===== src/rtl/ps2_pkg.sv =====
// rtl/ps2_pkg.sv - shared types and constants for the PS/2 keyboard event receiver
package ps2_pkg;

    localparam logic [7:0] PS2_PFX_EXT = 8'hE0;
    localparam logic [7:0] PS2_PFX_BRK = 8'hF0;

    typedef struct packed {
        logic       ext;
        logic       brk;
        logic [7:0] code;
    } ps2_evt_t;

    typedef enum logic [1:0] {
        IDLE,
        SHIFT,
        CHECK
    } ps2_state_t;

    // Frame layout is {stop, parity, data[7:0], start}; data+parity must have odd weight.
    function automatic logic ps2_frame_ok(input logic [10:0] frame);
        return ~frame[0] & frame[10] & (^frame[9:1]);
    endfunction

endpackage


===== src/rtl/ps2_evt_fifo.sv =====
// rtl/ps2_evt_fifo.sv - show-ahead synchronous FIFO holding decoded key events
module ps2_evt_fifo #(
    parameter int WIDTH = 10,
    parameter int DEPTH = 8
) (
    input  logic                       clk,
    input  logic                       rst,
    input  logic                       i_push,
    input  logic [WIDTH-1:0]           i_wdata,
    input  logic                       i_pop,
    output logic [WIDTH-1:0]           o_rdata,
    output logic                       o_valid,
    output logic                       o_wr_ok,
    output logic [$clog2(DEPTH):0]     o_level
);

    localparam int AW = $clog2(DEPTH);

    logic [WIDTH-1:0] r_mem [DEPTH];
    logic [AW:0]      r_wr;
    logic [AW:0]      r_rd;
    logic [AW:0]      w_level;
    logic             w_full;
    logic             w_do_pop;
    logic             w_do_push;

    assign w_level   = r_wr - r_rd;
    assign w_full    = (w_level == (AW+1)'(DEPTH));
    assign w_do_pop  = i_pop & o_valid;
    // A pop in the same cycle frees the slot, so a push into a full FIFO still lands.
    assign o_wr_ok   = ~w_full | w_do_pop;
    assign w_do_push = i_push & o_wr_ok;

    assign o_valid = (r_wr != r_rd);
    assign o_level = w_level;
    assign o_rdata = r_mem[r_rd[AW-1:0]];

    always_ff @(posedge clk) begin
        if (rst) begin
            r_wr <= '0;
            r_rd <= '0;
            for (int i = 0; i < DEPTH; i++) begin
                r_mem[i] <= '0;
            end
        end else begin
            if (w_do_push) begin
                r_mem[r_wr[AW-1:0]] <= i_wdata;
                r_wr                <= r_wr + 1'b1;
            end
            if (w_do_pop) begin
                r_rd <= r_rd + 1'b1;
            end
        end
    end

endmodule


===== src/rtl/ps2_kbd_event_rx.sv =====
// rtl/ps2_kbd_event_rx.sv - PS/2 keyboard frame receiver, prefix decoder and event queue
module ps2_kbd_event_rx
    import ps2_pkg::*;
#(
    parameter int SYNC_STAGES    = 3,
    parameter int FIFO_DEPTH     = 8,
    parameter int TIMEOUT_CYCLES = 50000,
    parameter int KCNT_W         = 16
) (
    input  logic                          clk,
    input  logic                          rst,
    input  logic                          ps2_clk,
    input  logic                          ps2_data,
    output logic                          ev_valid,
    input  logic                          ev_ready,
    output logic [7:0]                    ev_code,
    output logic                          ev_ext,
    output logic                          ev_brk,
    output logic [$clog2(FIFO_DEPTH):0]   fifo_level,
    output logic                          frame_err,
    output logic                          overflow,
    input  logic                          ovf_clr,
    output logic [KCNT_W-1:0]             key_count
);

    localparam int TO_W = $clog2(TIMEOUT_CYCLES + 1);

    logic [SYNC_STAGES-1:0] r_clk_sync;
    logic [SYNC_STAGES-1:0] r_dat_sync;
    ps2_state_t             r_state;
    logic [3:0]             r_bitcnt;
    logic [10:0]            r_frame;
    logic [TO_W-1:0]        r_tcnt;
    logic                   r_ext;
    logic                   r_brk;
    logic                   r_frame_err;
    logic                   r_overflow;
    logic [KCNT_W-1:0]      r_key_count;

    logic                   w_fall;
    logic                   w_bit;
    logic                   w_good;
    logic [7:0]             w_byte;
    logic                   w_is_ext;
    logic                   w_is_brk;
    logic                   w_push;
    logic                   w_wr_ok;
    logic                   w_timeout;
    ps2_evt_t               w_evt;
    ps2_evt_t               w_head;

    assign w_fall    = r_clk_sync[SYNC_STAGES-1] & ~r_clk_sync[SYNC_STAGES-2];
    assign w_bit     = r_dat_sync[SYNC_STAGES-2];
    assign w_good    = ps2_frame_ok(r_frame);
    assign w_byte    = r_frame[8:1];
    assign w_is_ext  = (w_byte == PS2_PFX_EXT);
    assign w_is_brk  = (w_byte == PS2_PFX_BRK);
    assign w_push    = (r_state == CHECK) & w_good & ~w_is_ext & ~w_is_brk;
    assign w_evt     = {r_ext, r_brk, w_byte};
    assign w_timeout = (r_state == SHIFT) & ~w_fall & (r_tcnt == TO_W'(TIMEOUT_CYCLES - 1));

    always_ff @(posedge clk) begin
        if (rst) begin
            // Lines idle high, so presetting the synchronisers avoids a false fall after reset.
            r_clk_sync  <= '1;
            r_dat_sync  <= '1;
            r_state     <= IDLE;
            r_bitcnt    <= '0;
            r_frame     <= '0;
            r_tcnt      <= '0;
            r_ext       <= 1'b0;
            r_brk       <= 1'b0;
            r_frame_err <= 1'b0;
        end else begin
            r_clk_sync  <= {r_clk_sync[SYNC_STAGES-2:0], ps2_clk};
            r_dat_sync  <= {r_dat_sync[SYNC_STAGES-2:0], ps2_data};
            r_frame_err <= 1'b0;
            case (r_state)
                IDLE: begin
                    r_tcnt <= '0;
                    if (w_fall && !w_bit) begin
                        r_frame  <= '0;
                        r_bitcnt <= 4'd1;
                        r_state  <= SHIFT;
                    end
                end
                SHIFT: begin
                    if (w_fall) begin
                        r_frame[r_bitcnt] <= w_bit;
                        r_tcnt            <= '0;
                        if (r_bitcnt == 4'd10) begin
                            r_state <= CHECK;
                        end else begin
                            r_bitcnt <= r_bitcnt + 4'd1;
                        end
                    end else if (w_timeout) begin
                        r_state     <= IDLE;
                        r_frame_err <= 1'b1;
                        r_ext       <= 1'b0;
                        r_brk       <= 1'b0;
                    end else begin
                        r_tcnt <= r_tcnt + 1'b1;
                    end
                end
                CHECK: begin
                    r_state <= IDLE;
                    if (!w_good) begin
                        r_frame_err <= 1'b1;
                        r_ext       <= 1'b0;
                        r_brk       <= 1'b0;
                    end else if (w_is_ext) begin
                        r_ext <= 1'b1;
                    end else if (w_is_brk) begin
                        r_brk <= 1'b1;
                    end else begin
                        r_ext <= 1'b0;
                        r_brk <= 1'b0;
                    end
                end
                default: r_state <= IDLE;
            endcase
        end
    end

    always_ff @(posedge clk) begin
        if (rst) begin
            r_overflow  <= 1'b0;
            r_key_count <= '0;
        end else begin
            if (w_push && !w_wr_ok) begin
                r_overflow <= 1'b1;
            end else if (ovf_clr) begin
                r_overflow <= 1'b0;
            end
            if (w_push && w_wr_ok && r_brk) begin
                r_key_count <= r_key_count + 1'b1;
            end
        end
    end

    ps2_evt_fifo #(
        .WIDTH ($bits(ps2_evt_t)),
        .DEPTH (FIFO_DEPTH)
    ) u_fifo (
        .clk     (clk),
        .rst     (rst),
        .i_push  (w_push),
        .i_wdata (w_evt),
        .i_pop   (ev_ready),
        .o_rdata (w_head),
        .o_valid (ev_valid),
        .o_wr_ok (w_wr_ok),
        .o_level (fifo_level)
    );

    assign ev_code   = w_head.code;
    assign ev_ext    = w_head.ext;
    assign ev_brk    = w_head.brk;
    assign frame_err = r_frame_err;
    assign overflow  = r_overflow;
    assign key_count = r_key_count;

endmodule


===== config.mk =====
export PLATFORM = sky130hd
export DESIGN_NAME = ps2_kbd_event_rx
export DESIGN_NICKNAME = d
export VERILOG_FILES = /design/src/rtl/ps2_pkg.sv /design/src/rtl/ps2_evt_fifo.sv /design/src/rtl/ps2_kbd_event_rx.sv
export SDC_FILE = /design/constraint.sdc
export NUM_CORES = 1
export LEC_CHECK = 0
export ABC_CLOCK_PERIOD_IN_PS = 6700
export CORE_MARGIN = 1.5
export CORE_UTILIZATION = 25
export CTS_CLUSTER_DIAMETER = 60
export DETAILED_ROUTE_END_ITERATION = 7
export PLACE_DENSITY_LB_ADDON = 0.3
export SLEW_MARGIN = 20
export SYNTH_ARGS = -nofsm -noshare
export SYNTH_HDL_FRONTEND = slang
export SYNTH_SLANG_ARGS = --single-unit

===== constraint.sdc =====
create_clock -name clk -period 6.7 [get_ports clk]
set_input_delay 1.005 -clock clk [delete_from_list [all_inputs] [get_ports clk]]
set_output_delay 1.005 -clock clk [all_outputs]
set_load 0.1 [all_outputs]

Word-level counts from Yosys, hierarchy flattened
Memories as Yosys holds them, arrays and structs flattened. A register that Yosys moved wholly into a read port is not among the register bits.
Cells that the tools add are included.
- register bits after elaboration: 66
- memory bits (writable): 80
- input port bits: 6
- output and inout bits: 33
- word-level logic and storage cells: 120
- memories: 1
- memories (memory ; words ; bits a word ; read ports ; clocked after memory_dff ; write ports ; line ; RTL):
    u_fifo.r_mem ; 8 ; 10 ; 1 ; 1 ; 8 ; ps2_evt_fifo.sv:19 ; logic [WIDTH-1:0] r_mem [DEPTH];
- $add $sub $neg: 6
- $lt $le $gt $ge: 2
- eq/ne operators: 18
- muxes and demuxes: 44
- bitwise operators: 17
- reduce and logical (&&, ||, !) cells: 19
- operators with widths (cell ; count):
    $add 16x1->16 const B ; 2
    $mux 16 ; 2
    $pmux 16 s2 ; 1
    $mux 11 ; 2
    $pmux 11 s2 ; 1
    $mux 1 ; 20
    $eq 16x16->1 const B ; 1
    $eq 8x8->1 const B ; 2
    $add 4x1->4 const B ; 3
    $mux 4 ; 3
    $reduce_and 4->1 ; 3
    $bwmux 11 ; 1
    $and 1x1->1 ; 10
    $mux 10 ; 1
    $ne 2x2->1 const B ; 5
    $reduce_or 10->1 ; 1
    $mux 3 ; 3
    $ne 3x3->1 const B ; 3
    $reduce_xor 9->1 ; 1
    $eq 4x4->1 const B ; 2
    $mux 2 ; 4
    $pmux 4 s2 ; 1
    $not 1->1 ; 6
    $pmux 1 s2 ; 3
    17 further kinds ; 25

Logic depth before layout (Yosys ltp)
Gate-level depths: netlist of the first run.
- word-level depth: 12
- depth in mapped cells: 10
- mapped depth without buffers: 8

By module
A second synthesis of the first run with hierarchy kept.
- cells, all modules: 640
- area total of the unflattened synthesis: 7203.2 µm²
- modules (own cells, without submodules) (module ; times used ; cells an instance ; area each (µm²) ; seq. area each (µm²)):
    ps2_evt_fifo ; 1 ; 288 ; 4271.6 ; 2622.5
    ps2_kbd_event_rx ; 1 ; 352 ; 2931.6 ; 1161.1

Worst setup path after synthesis of the first run
No wires, ideal clock.
- kind: register to output
- start point: reg u_fifo.r_rd[1]
- end point: out fifo_level[3]
- arrival: 2.260 ns
- data required time: 5.695 ns
- path slack: 3.435 ns
- stages on the path, launching flop included: 6
- buffers on the path: 0
- cells stage by stage: dfxtp_1 > inv_1 > ha_1 > nand3b_1 > and3_1 > nor2_1
- cells in the longest elaborated chain, start to end: 1
- ends and longest elaborated chain (what ; line ; RTL):
    start: declaration ; ps2_evt_fifo.sv:21 ; logic [AW:0] r_rd;
    start signal: assignment ; ps2_evt_fifo.sv:51 ; r_rd <= r_rd + 1'b1;
    $sub 4x4->4 ; ps2_evt_fifo.sv:27 ; assign w_level = r_wr - r_rd;
    end: declaration ; ps2_kbd_event_rx.sv:19 ; output logic [$clog2(FIFO_DEPTH):0] fifo_level,
Every way passes these cells.

Worst setup path in the final report of the first run
- start point: reg u_fifo.r_wr[2]
- end point: out fifo_level[3]
- cells in the longest elaborated chain, start to end: 1
- ends and longest elaborated chain (what ; line ; RTL):
    start: declaration ; ps2_evt_fifo.sv:20 ; logic [AW:0] r_wr;
    start signal: assignment ; ps2_evt_fifo.sv:48 ; r_wr <= r_wr + 1'b1;
    $sub 4x4->4 ; ps2_evt_fifo.sv:27 ;
Every way passes these cells.

==> summary.txt, run 1 <==
status - complete, no violations
root buffer cell - clkbuf_16
P&R area growth vs syn - 17.6%
Post-Synthesis Mean Instance Area - 10.9 um2
placed cell count - 1056
Die ar. - 0.0302 mm2
CTS tree - done
Max FO, Critical Path - 21
fin util - 29.9%
Die Span Y - 174 um
most frequent cells in the layout - 80 x edfxtp_1, 74 x nor2_1, 69 x dfxtp_1, 48 x and3_1
CTS Buf Count - 17
Hold Path Cell Cnt - 1
H-tree Lvls - 4
final max-slew violation count - 0
share of layout cells above drive strength 1 - 12.6%
Worst Path Buf+Inv - 1
Synth Instances - 671
Worst slew margin - 30.7%
Primary FF master, synth - edfxtp_1
Max Root-Sink Buffers - 2
fillers - 3005
DRT Wirelength - 18000 um
Final ANT Viol Nets - 0
# port buffers - 38
Die X-Extent - 174 um
RSZ-0062 raised after global routing - false
Detailed Route Iter0 Violations - 394
routed vias - 5199
post-detailed-route wirelength per cell - 16.6 um
diode count - 0
R2R depth - 8
R2R Setup Slk - 2900 ps
Clock Latency Late Sink - 430 ps
CP Data Arrival Time - 3260 ps
post-synthesis sequential area ratio - 51.9%
Unique masters post-synth - 62
worst path cell trace - ha_1, a21oi_1, a21oi_1, nor2_1, clkdlybuf4s50_1
worst hold start - r_dat_sync[0]
Setup Skew - 9.43 ps
FF-to-FF Start - u_fifo.r_wr[0]
GRT Overall Usage - 12.3%
Hold WC Path Type - reg -> reg
CP startpoint kind - flip-flop
Initial Util - 25.4%
cts hold-fix bufs - 0
Cell Rows - 62
worst-margin pin slew - 1040 ps
Leak Pwr - 2.92 nW
FMAX - 234 MHz
dpl ws - 2720 ps
Hold EP - r_dat_sync[1]
setup violators final - 0
worst vdd ir - 0.0000925 V
post-DP HPWL - 12100 um
# Max-Cap Violations - 0
final cell count without fillers - 1088
area occupied by multi-input gates - 0.00327 mm2
Yosys warning total - 0
TNS Setup - 0 ps
R2R Path End - u_fifo.r_mem[6][4]
Post-CTS Resized - 0
crit share post-route - 63.7%
Slowest-stage cell, CP - clkdlybuf4s50_1
pwr dens - 233 mW/mm2
cell mode on critical path - a21oi_1
Worst Slack Setup Final - 2430 ps
CORE AREA - 0.0287 mm2
Final Critical Period - 4270 ps
EDFF count, synth - 80
RD Place Congestion - 0.756
Yosys reg bits - 149
Seq. cell area - 0.00378 mm2
largest net degree at the start of global routing - 67
Crit path largest cell delay - 1140 ps
Worst Path Required - 5690 ps
Mapped Area - 0.00729 mm2
Post-CTS Setup Bufs - 0
vias per std cell - 4.78
initial antenna violation count - 0
# IOs - 39
Sink Count - 149
vias in the first global route - 5074
Overflow after GRT - 0
synthesized net count - 697
Synth async-reset ratio - 0%
Worst Setup End Kind - output pin
Final Hold Vio Count - 0
commonest non-fill, non-tap cell in the layout - edfxtp_1
CP delay by family, top - buffers and inverters
nets - 717
clock transition at the registers of the reported paths - 60 ps
Post-route DRC - 0
first-pass GRT wire length - 28900 um
kind of critical path - reg -> out
TritonRoute pass-1 iters - 5
total power - 0.00200 W
## layer usage
metal	track usage, %	share of wire [%]
met2	19.2	46
met3	2.79	4.2
met4	3.41	1.3
met5	0	0
met1	16.9	48
## state kept, by name (all words and copies together) (netlist names), 2 cells and up, named ones only
name / cells
u_fifo.r_mem: 80
key_count: 16
r_tcnt: 16
r_frame: 11
r_bitcnt: 4
u_fifo.r_rd: 4
u_fifo.r_wr: 4
r_clk_sync: 3
r_dat_sync: 2
r_state: 2
## final cells by class
class	count	share of cell area (%)
clock buffer	17	4.96
clock inverter	15	1.47
inverter	23	1.01
multi-input combinational	458	38.1
sequential	149	44.1
tap	384	5.60
timing repair buffer	42	4.73
## power breakdown
part / leakage, nW / total, W / internal [W] / switching (W)
Combinational: 1.28 / 0.0000998 / 0.0000310 / 0.0000688
Clock: 0.263 / 0.000909 / 0.000510 / 0.000399
Sequential: 1.37 / 0.000988 / 0.000980 / 0.00000813
Total: 2.92 / 0.00200 / 0.00152 / 0.000476
## cells in the mapped netlist, types with 9 or more instances
cell | number | area share (%)
dfxtp_1 | 69 | 19
mux2_2 | 13 | 2.0
nor2b_1 | 10 | 0.86
edfxtp_1 | 80 | 33
a21oi_1 | 35 | 2.4
nand4_1 | 16 | 1.4
and3_1 | 48 | 4.1
mux4_2 | 20 | 6.2
nor2_1 | 75 | 3.9
clkbuf_1 | 34 | 1.8
a21boi_0 | 10 | 1.0
xor2_1 | 12 | 1.4
or4_1 | 12 | 1.2
ha_1 | 19 | 3.3
o21ai_0 | 17 | 1.2
inv_1 | 23 | 1.2
nand2_1 | 37 | 1.9
nor3_1 | 23 | 1.6
o31ai_1 | 9 | 0.93
nand3_1 | 12 | 0.82
## worst max-delay path by stage
stage	start	to	slack, ps	cells after the start
floorplan	u_fifo.r_rd[1]	fifo_level[3]	3440	5
global placement	ev_ready	u_fifo.r_mem[6][8]	2800	5
detailed placement	ev_ready	u_fifo.r_mem[6][1]	2720	5
CTS	u_fifo.r_wr[2]	fifo_level[3]	2390	5
global route	u_fifo.r_wr[2]	fifo_level[3]	2310	5
finish	u_fifo.r_wr[2]	fifo_level[3]	2430	5
## stage by stage
stage	cell area [um2]	hold slack [ps]
finish	8580	411
global placement	8020	392
global route	8580	426
floorplan	7290	389
CTS	8570	414
detailed placement	8020	400
## logic make-up (layout without fill, tap and decap cells)
| logic type | after synthesis | after routing | synth area share, % |
|---|---|---|---|
| compound gates | 111 | 111 | 10.2 |
| xor+xnor | 21 | 21 | 2.81 |
| fa+ha+maj | 20 | 20 | 3.53 |
| buf+inv | 64 | 97 | 3.55 |
| flops | 149 | 149 | 51.9 |
| mux | 37 | 37 | 8.75 |
| simple gates | 269 | 269 | 19.3 |
No activity file was read; power rests on OpenSTA's default activity.
==> inputs of run 2 (changes only) <==
ABC_CLOCK_PERIOD_IN_PS = 4300   (was 6700)
clock period = 4.3 ns   (was 6.7 ns; I/O delays follow)
==> summary.txt, run 2 (synthesized netlist as in run 1, its figures left out) <==
Worst Path Required - 3650 ps (-2040 ps)
TNS Setup - 0 ps (unchanged)
kind of critical path - reg -> out
pwr dens - 374 mW/mm2 (+61%)
# Max-Cap Violations - 0 (unchanged)
Worst Setup End Kind - output pin
diode count - 0 (unchanged)
P_int - 0.00241 W (+58%)
Die X-Extent - 174 um (unchanged)
Die ar. - 0.0302 mm2 (unchanged)
CP Data Arrival Time - 2750 ps (-510 ps)
vias per std cell - 4.74 (-0.87%)
Clock Latency Late Sink - 440 ps (about the same)
Worst slew margin - 27.4% (-3.3 points)
H-tree Lvls - 4 (unchanged)
most frequent cells in the layout - 80 x edfxtp_1, 74 x nor2_1, 69 x dfxtp_1, 48 x and3_1, 37 x nand2_1
Final Critical Period - 3390 ps
Post-route DRC - 0 (unchanged)
Cell Rows - 62 (unchanged)
worst-margin pin slew - 1090 ps (+49.1 ps)
RSZ-0062 raised after global routing - false
placed cell count - 1058 (+0.19%)
Final Hold Vio Count - 0 (unchanged)
Hold WC Path Type - reg -> reg
Leak Pwr - 2.97 nW (+1.7%)
cts hold-fix bufs - 0 (unchanged)
post-detailed-route wirelength per cell - 16.9 um (+1.9%)
share of layout cells above drive strength 1 - 15.0% (+2.4 points)
nets - 719 (+0.28%)
P_sw - 0.000813 W (+71%)
status - complete, no violations
fillers - 2989 (-0.53%)
Initial Util - 25.4% (unchanged)
Max Root-Sink Buffers - 2 (unchanged)
final max-slew violation count - 0 (unchanged)
CTS tree - done
GRT busiest layer - met2
GRT Overall Usage - 12.6% (+0.36 points)
Clock Power Share - 47.4% (+1.9 points)
worst hold start - r_clk_sync[0]
met2 Use GR - 19.8% (+0.60 points)
vias in the first global route - 5133 (+1.2%)
Logic pwr share - 4.8% (-0.2 points)
max reg flops - 80 (unchanged)
met1 usage - 17.4% (+0.48 points)
Post-CTS Resized - 0 (unchanged)
Die Span Y - 174 um (unchanged)
initial antenna violation count - 0 (unchanged)
FMAX - 295 MHz
crit share post-route - 78.9%
Crit path largest cell delay - 1140 ps (about the same)
Setup Skew - 11.6 ps (+2.19 ps)
# port buffers - 38 (unchanged)
Final ANT Viol Nets - 0 (unchanged)
Post-CTS Setup Bufs - 0 (unchanged)
met3 Track Usage GR - 3.16% (+0.37 points)
worst vdd ir - 0.000246 V (+170%)
# IOs - 39 (unchanged)
Max FO, Critical Path - 13 (-38%)
final cell count without fillers - 1090 (+0.18%)
Worst Setup SP - u_fifo.r_wr[0]
part of the power in registers - 47.8% (-1.7 points)
first-pass GRT wire length - 29500 um (+2.1%)
cell mode on critical path - inv_1
Most flops, register - u_fifo.r_mem
FF-to-FF Start - r_frame[7]
Detailed Route Iter0 Violations - 410 (+4.1%)
CP startpoint kind - flip-flop
P&R area growth vs syn - 18.0%
Net Sw Frac - 25.3% (+1.4 points)
clock transition at the registers of the reported paths - 70 ps (about the same)
root buffer cell - clkbuf_16
largest net degree at the start of global routing - 50 (-25%)
Sink Count - 149 (unchanged)
DRT Wirelength - 18400 um (+2.1%)
routed vias - 5163 (-0.69%)
worst path cell trace - inv_1, ha_1, inv_1, clkdlybuf4s50_1
CORE AREA - 0.0287 mm2 (unchanged)
TritonRoute pass-1 iters - 5 (unchanged)
setup violators final - 0 (unchanged)
Slowest-stage cell, CP - clkdlybuf4s50_1
CTS Buf Count - 17 (unchanged)
commonest non-fill, non-tap cell in the layout - edfxtp_1
Overflow after GRT - 0 (unchanged)
RD Place Congestion - 0.772 (+2.2%)
post-DP HPWL - 12800 um (+6.1%)
run 2: layer usage:
metal / wire (um) / vias up / share of wire (%)
met3: 742 / 15 / 4.0
met4: 113 / 0 / 0.61
li1: - / 2549 / -
met2: 8530 / 114 / 46
met1: 9020 / 2485 / 49
met5: 0 / - / 0
run 2: path summary, 6_finish.rpt:
check / endpoint / slack [ps] / cells past startpoint
max: fifo_level[0] / 910 / 4
min: r_clk_sync[1] / 410 / 1
max reg2reg: u_fifo.r_mem[7][5] / 920 / 6
min reg2reg: r_clk_sync[1] / 410 / 1
run 2: critical path, delay by kind of cell (launching register included):
kind | cells | cell delay [ps]
adders and majority gates | 1 | 330
buffers and inverters | 3 | 1400
DFF | 1 | 570
run 2: per-stage QoR:
step | power [W] | setup slack, ps | utilization (%) | cell area (um2) | hold slack [ps]
after floorplan | 0.00168 | 1200 | - | 7290 | 389
after global placement | 0.00173 | 1010 | 27.9 | 8000 | 391
after detailed placement | 0.00173 | 924 | 27.9 | 8000 | 396
after CTS | 0.00324 | 907 | 30.0 | 8600 | 411
after global routing | 0.00332 | 604 | 30.0 | 8600 | 422
final | 0.00322 | 907 | 30.0 | 8600 | 407
run 2: area by class of cell:
| class | count | area [um2] | share of cell area, % |
|---|---|---|---|
| clock buffer | 17 | 425 | 4.95 |
| clock inverter | 15 | 180 | 2.09 |
| inverter | 23 | 86.3 | 1.00 |
| tap | 384 | 480 | 5.59 |
| timing repair buffer | 44 | 385 | 4.48 |
| multi-input combinational | 458 | 3260 | 37.9 |
| sequential | 149 | 3780 | 44.0 |
run 2: power by group through the flow:
stage / Sequential (W) / Clock, W / Combinational [W]
floorplan: 0.00156 / 0 / 0.000118
global placement: 0.00157 / 0 / 0.000156
detailed placement: 0.00157 / 0 / 0.000156
CTS: 0.00154 / 0.00155 / 0.000157
global route: 0.00154 / 0.00161 / 0.000170
finish: 0.00154 / 0.00153 / 0.000154
